==> config.mk <==
export PLATFORM = sky130hd
export DESIGN_NAME = sdram_port_arbiter
export DESIGN_NICKNAME = d
export VERILOG_FILES = /design/src/rtl/sdram_port_arbiter.sv
export SDC_FILE = /design/constraint.sdc
export NUM_CORES = 1
export LEC_CHECK = 0
export ABC_AREA = 1
export CELL_PAD_IN_SITES_DETAIL_PLACEMENT = 0
export CELL_PAD_IN_SITES_GLOBAL_PLACEMENT = 1
export CORE_MARGIN = 2
export CORE_UTILIZATION = 18
export DETAILED_ROUTE_END_ITERATION = 12
export PLACE_DENSITY_LB_ADDON = 0.1
export SLEW_MARGIN = 20
export SYNTH_ARGS = -nofsm -noshare
export SYNTH_HDL_FRONTEND = slang
export SYNTH_SLANG_ARGS = --single-unit
export TNS_END_PERCENT = 20
==> constraint.sdc <==
create_clock -name clk -period 5.62 [get_ports clk]
set_input_delay 0.843 -clock clk [delete_from_list [all_inputs] [get_ports clk]]
set_output_delay 0.843 -clock clk [all_outputs]
set_load 0.01 [all_outputs]
==> src/rtl/sdram_port_arbiter.sv <==
// Two-master Avalon-MM arbiter for the shared SDRAM controller slave port.
// Round-robin single-word grants, pipelined reads steered back through an in-order ID FIFO.
module sdram_port_arbiter #(
   parameter int unsigned ADDR_W   = 24,
   parameter int unsigned DATA_W   = 16,
   parameter int unsigned MAX_PEND = 4
) (
   input  logic                clk,
   input  logic                rst_n,
   input  logic [ADDR_W-1:0]   m0_address,
   input  logic                m0_read,
   input  logic                m0_write,
   input  logic [DATA_W-1:0]   m0_writedata,
   input  logic [DATA_W/8-1:0] m0_byteenable,
   output logic                m0_waitrequest,
   output logic [DATA_W-1:0]   m0_readdata,
   output logic                m0_readdatavalid,
   input  logic [ADDR_W-1:0]   m1_address,
   input  logic                m1_read,
   input  logic                m1_write,
   input  logic [DATA_W-1:0]   m1_writedata,
   input  logic [DATA_W/8-1:0] m1_byteenable,
   output logic                m1_waitrequest,
   output logic [DATA_W-1:0]   m1_readdata,
   output logic                m1_readdatavalid,
   output logic [ADDR_W-1:0]   s_address,
   output logic                s_read,
   output logic                s_write,
   output logic [DATA_W-1:0]   s_writedata,
   output logic [DATA_W/8-1:0] s_byteenable,
   input  logic                s_waitrequest,
   input  logic [DATA_W-1:0]   s_readdata,
   input  logic                s_readdatavalid,
   output logic                orphan_err
);

   localparam int unsigned PTR_W = $clog2(MAX_PEND);
   localparam int unsigned CNT_W = PTR_W + 1;
   localparam logic [CNT_W-1:0] PEND_MAX = CNT_W'(MAX_PEND);

   typedef enum logic [1:0] {IDLE, HOLD0, HOLD1} state_t;

   state_t             state, state_nxt;
   logic               last_served;
   logic [CNT_W-1:0]   pend_cnt;
   logic [PTR_W-1:0]   wr_ptr, rd_ptr;
   logic               id_fifo [MAX_PEND];

   logic elig0, elig1, gnt_vld, sel;
   logic mst_read, mst_write;
   logic accept, push, pop, head;

   // Pending count is the registered value only; a same-cycle pop frees nothing.
   always_comb begin
      elig0 = rst_n & (m0_write | (m0_read & (pend_cnt < PEND_MAX)));
      elig1 = rst_n & (m1_write | (m1_read & (pend_cnt < PEND_MAX)));
   end

   // Grant selection and next state; a held grant is never revoked.
   always_comb begin
      state_nxt = state;
      gnt_vld   = 1'b0;
      sel       = 1'b0;
      case (state)
         IDLE: begin
            gnt_vld = elig0 | elig1;
            sel     = (elig0 & elig1) ? ~last_served : elig1;
            if (gnt_vld && s_waitrequest)
               state_nxt = sel ? HOLD1 : HOLD0;
         end
         HOLD0: begin
            gnt_vld = rst_n;
            sel     = 1'b0;
            if (!s_waitrequest)
               state_nxt = IDLE;
         end
         HOLD1: begin
            gnt_vld = rst_n;
            sel     = 1'b1;
            if (!s_waitrequest)
               state_nxt = IDLE;
         end
         default: state_nxt = IDLE;
      endcase
   end

   // Slave drive, handshakes and read-return steering (zero added latency).
   always_comb begin
      mst_read         = sel ? m1_read  : m0_read;
      mst_write        = sel ? m1_write : m0_write;
      s_write          = gnt_vld & mst_write;
      s_read           = gnt_vld & mst_read & ~mst_write;
      s_address        = sel ? m1_address    : m0_address;
      s_writedata      = sel ? m1_writedata  : m0_writedata;
      s_byteenable     = sel ? m1_byteenable : m0_byteenable;
      accept           = (s_read | s_write) & ~s_waitrequest;
      m0_waitrequest   = ~(gnt_vld & ~sel & ~s_waitrequest);
      m1_waitrequest   = ~(gnt_vld &  sel & ~s_waitrequest);
      push             = accept & s_read;
      pop              = rst_n & s_readdatavalid & (pend_cnt != '0);
      head             = id_fifo[rd_ptr];
      m0_readdatavalid = pop & ~head;
      m1_readdatavalid = pop &  head;
      m0_readdata      = s_readdata;
      m1_readdata      = s_readdata;
   end

   always_ff @(posedge clk) begin
      if (!rst_n) begin
         state       <= IDLE;
         last_served <= 1'b1;
         pend_cnt    <= '0;
         wr_ptr      <= '0;
         rd_ptr      <= '0;
         orphan_err  <= 1'b0;
      end else begin
         state <= state_nxt;
         if (accept)
            last_served <= sel;
         if (push)
            wr_ptr <= wr_ptr + PTR_W'(1);
         if (pop)
            rd_ptr <= rd_ptr + PTR_W'(1);
         pend_cnt <= pend_cnt + CNT_W'(push) - CNT_W'(pop);
         if (s_readdatavalid && (pend_cnt == '0))
            orphan_err <= 1'b1;
      end
   end

   // ID storage needs no reset; entries are only read behind a nonzero count.
   always_ff @(posedge clk) begin
      if (push)
         id_fifo[wr_ptr] <= sel;
   end

endmodule

==> results.md <==
* HPWL after detailed placement at 5060 um
* Relative slew margins at 52.2%
* Setup Buffers After CTS at 0
* Post-synthesis mux area share at 0%
* Clock sinks at 17
* Die width at 103 um
* Synthesized instance count at 297
* Global-route wire length before repair at 9210 um
* Top Layer Used: met4
* Post-synthesis cell type count at 25
* P&R area growth vs syn at 75.6%
* Cts-stage hold buffer count at 0
* Met2 wire len at 3220 um
* Syn Area/Cell at 5.95 um2
* Core area at 0.00964 mm2
* Met3 routed WL at 508 um
* Crit start category: input port
* Post-Synth XOR/XNOR Area at 0.496%
* Metal-1 WL at 2260 um
* Unrepaired setup endpoints after global routing: false
* Largest net degree at the start of global routing at 50
* Syn nets at 415
* R2r startpoint: state[0]$_SDFFE_PN0P_
* Final setup fails at 0
* Synth area leader: nand2_1
* Fmax achieved at 0.237 GHz
* IO Port Bufs at 140
* Setup slack, reg-to-reg at 2.48 ns
* # IOs at 189
* Most common cell after layout, fill and taps aside: nand2_1
* Final hold vios at 0
* Seq cells post-synth at 17
* N_diodes at 0
* Clk_skew at 0.00139 ns
* GPL Wtd Cong at 0.772
* CP arrival at 3.38 ns
* Worst-path maximum fanout at 49
* WL per Instance at 11.5 um
* Synth Area in Adders at 7.51%
* Top post-synthesis cells by area: nand2_1 (32%), dfxtp_1 (15%), buf_4 (14%)
* Power per cell area at 369 mW/mm2
* Commonest non-fill, non-tap cells in the layout: nand2_1 (149), clkdlybuf4s50_1 (140), inv_1 (23), dfxtp_1 (13)
* Worst-Skew Late Latency at 0.25 ns
* Initial antenna violation count at 0
* Drt drc at 0
* Placed cells at 530
* Height of the die at 103 um
* Clk slew on worst S/H paths at 0.06 ns
* Seq/Total Area, Yosys at 21.5%
* Setup CP Type: input port to primary output
* Die ar. at 0.0106 mm2
* Total GRT Usage at 11.0%
* Simple-Gate Fraction of Synth Area at 42.8%
* Total grt overflow at 0
* Synth Area in Compound Gates at 5.45%
* FP Rows at 36
* Synth top area share at 31.7%
* Total of warnings raised by yosys at 0
* Post-route ant nets at 0
* Post_cts resized at 0
* TritonRoute pass-1 iters at 4
* Max Slew Vio Count at 0
* Largest family of logic cells by synthesized area: simple AND/OR/NAND/NOR gates
* CP Data Required Time at 4.78 ns
* Initial DRC Count at 62
* CTS tree: yes
* Clock buffer depth at 2
* Measured slew at the worst slew-check pin at 0.716 ns
* Fin Setup TNS at 0 ns
* Via/cell ratio at 3.82
* Nets at 520
* Final worst-path cycle share at 75.1%
* Vias in the first global route at 2,078
* Vias at 2,041
* H-tree levels at 1
* Final cell count without fillers at 534
* CTS buffer count at 3
* Worst reg2reg path depth at 16
* Hold-critical path depth at 2
* Layout cell share with drive strength beyond 1 at 4.74%
* Status: completed
* Final min period at 4.22 ns
* Total Wirelength at 6130 um
* Peak supply drop at 0.000189 V
* Max-Cap Viols at 0
* Worst Setup End Kind: primary output
* Worst Setup SP: rst_n
* Starting Density at 18.3%
* Fillers at 1,065
* Setup crit end: s_read
* Clk root buf: clkbuf_8
* Lkg Pwr at 1.41 nW
* RR Endpoint: pend_cnt[2]$_SDFF_PN0_
* HP Class: flip-flop to flip-flop
* Synthesized cell area at 0.00177 mm2
[routing by layer]
| layer | GRT usage (%) | vias up |
|---|---|---|
| li1 | - | 1080 |
| met4 | 4.35 | 0 |
| met5 | 0 | - |
| met3 | 3.66 | 8 |
| met2 | 20.2 | 89 |
| met1 | 11.6 | 864 |
[critical path, cell delays in order]
cell,delay (ns)
clkdlybuf4s50_1,0.45
buf_4,0.18
inv_2,0.08
a21oi_2,0.14
nand3_2,0.12
nand2_2,0.10
buf_4,0.42
nand2_2,0.11
nand2_2,0.14
inv_2,0.06
nor2_4,0.14
clkdlybuf4s50_1,0.55
[metrics by stage]
step | cell area (um2) | total power, mW | util (%) | hold WS [ns] | worst slack (ns)
finish | 3100 | 1.15 | 32.2 | 0.447 | 1.40
global route | 3100 | 1.27 | 32.2 | 0.461 | 1.17
CTS | 3100 | 1.18 | 32.2 | 0.450 | 1.36
detailed placement | 3060 | 1.08 | 31.7 | 0.440 | 1.36
global placement | 3060 | 1.09 | 31.7 | 0.436 | 1.38
floorplan | 1770 | 0.655 | - | 0.436 | 2.77
[Yosys cell counts]
cell	instances
a211oi_1	1
a21oi_1	7
a21oi_2	2
a22oi_1	1
a32oi_1	1
buf_2	8
buf_4	33
clkbuf_1	1
dfxtp_1	13
edfxtp_1	4
fa_1	1
ha_1	9
inv_1	23
inv_2	4
nand2_1	149
nand2_2	5
nand3_1	12
nand3_2	1
nand4_1	2
nand4_4	1
nor2_1	12
nor2_4	1
nor3_1	1
o21ai_0	4
xor2_1	1
[logic make-up (layout without fill, tap and decap cells)]
group / count (synthesis) / after routing
adders and majority gates: 10 / 10
xor gates and xnor gates: 1 / 1
buffers and inverters: 69 / 173
DFF: 17 / 17
AOI/OAI and AO/OA: 16 / 16
and+or+nand+nor: 184 / 184
[power breakdown]
group | internal [mW] | switching [mW]
registers | 0.156 | 0.0207
clock network | 0.0503 | 0.0403
logic | 0.426 | 0.452
[layout make-up]
class	instances	area (um2)	area share [%]
Inverter	27	101	3.27
Sequential cell	17	380	12.3
Tap cell	133	166	5.36
Timing Repair Buffer	142	1420	45.6
Multi-Input combinational cell	211	993	32.0
Clock buffer	4	45.0	1.45
[how the worst min path moves through the flow]
stage / start / to
after floorplan: rd_ptr[1]$_SDFFE_PN0P_ / flip-flop
final: orphan_err$_SDFFE_PN0P_ / orphan_err$_SDFFE_PN0P_
after global routing: orphan_err$_SDFFE_PN0P_ / orphan_err$_SDFFE_PN0P_
after detailed placement: orphan_err$_SDFFE_PN0P_ / orphan_err$_SDFFE_PN0P_
after CTS: orphan_err$_SDFFE_PN0P_ / orphan_err$_SDFFE_PN0P_
after global placement: orphan_err$_SDFFE_PN0P_ / orphan_err$_SDFFE_PN0P_
No activity file was read; power rests on OpenSTA's default activity.
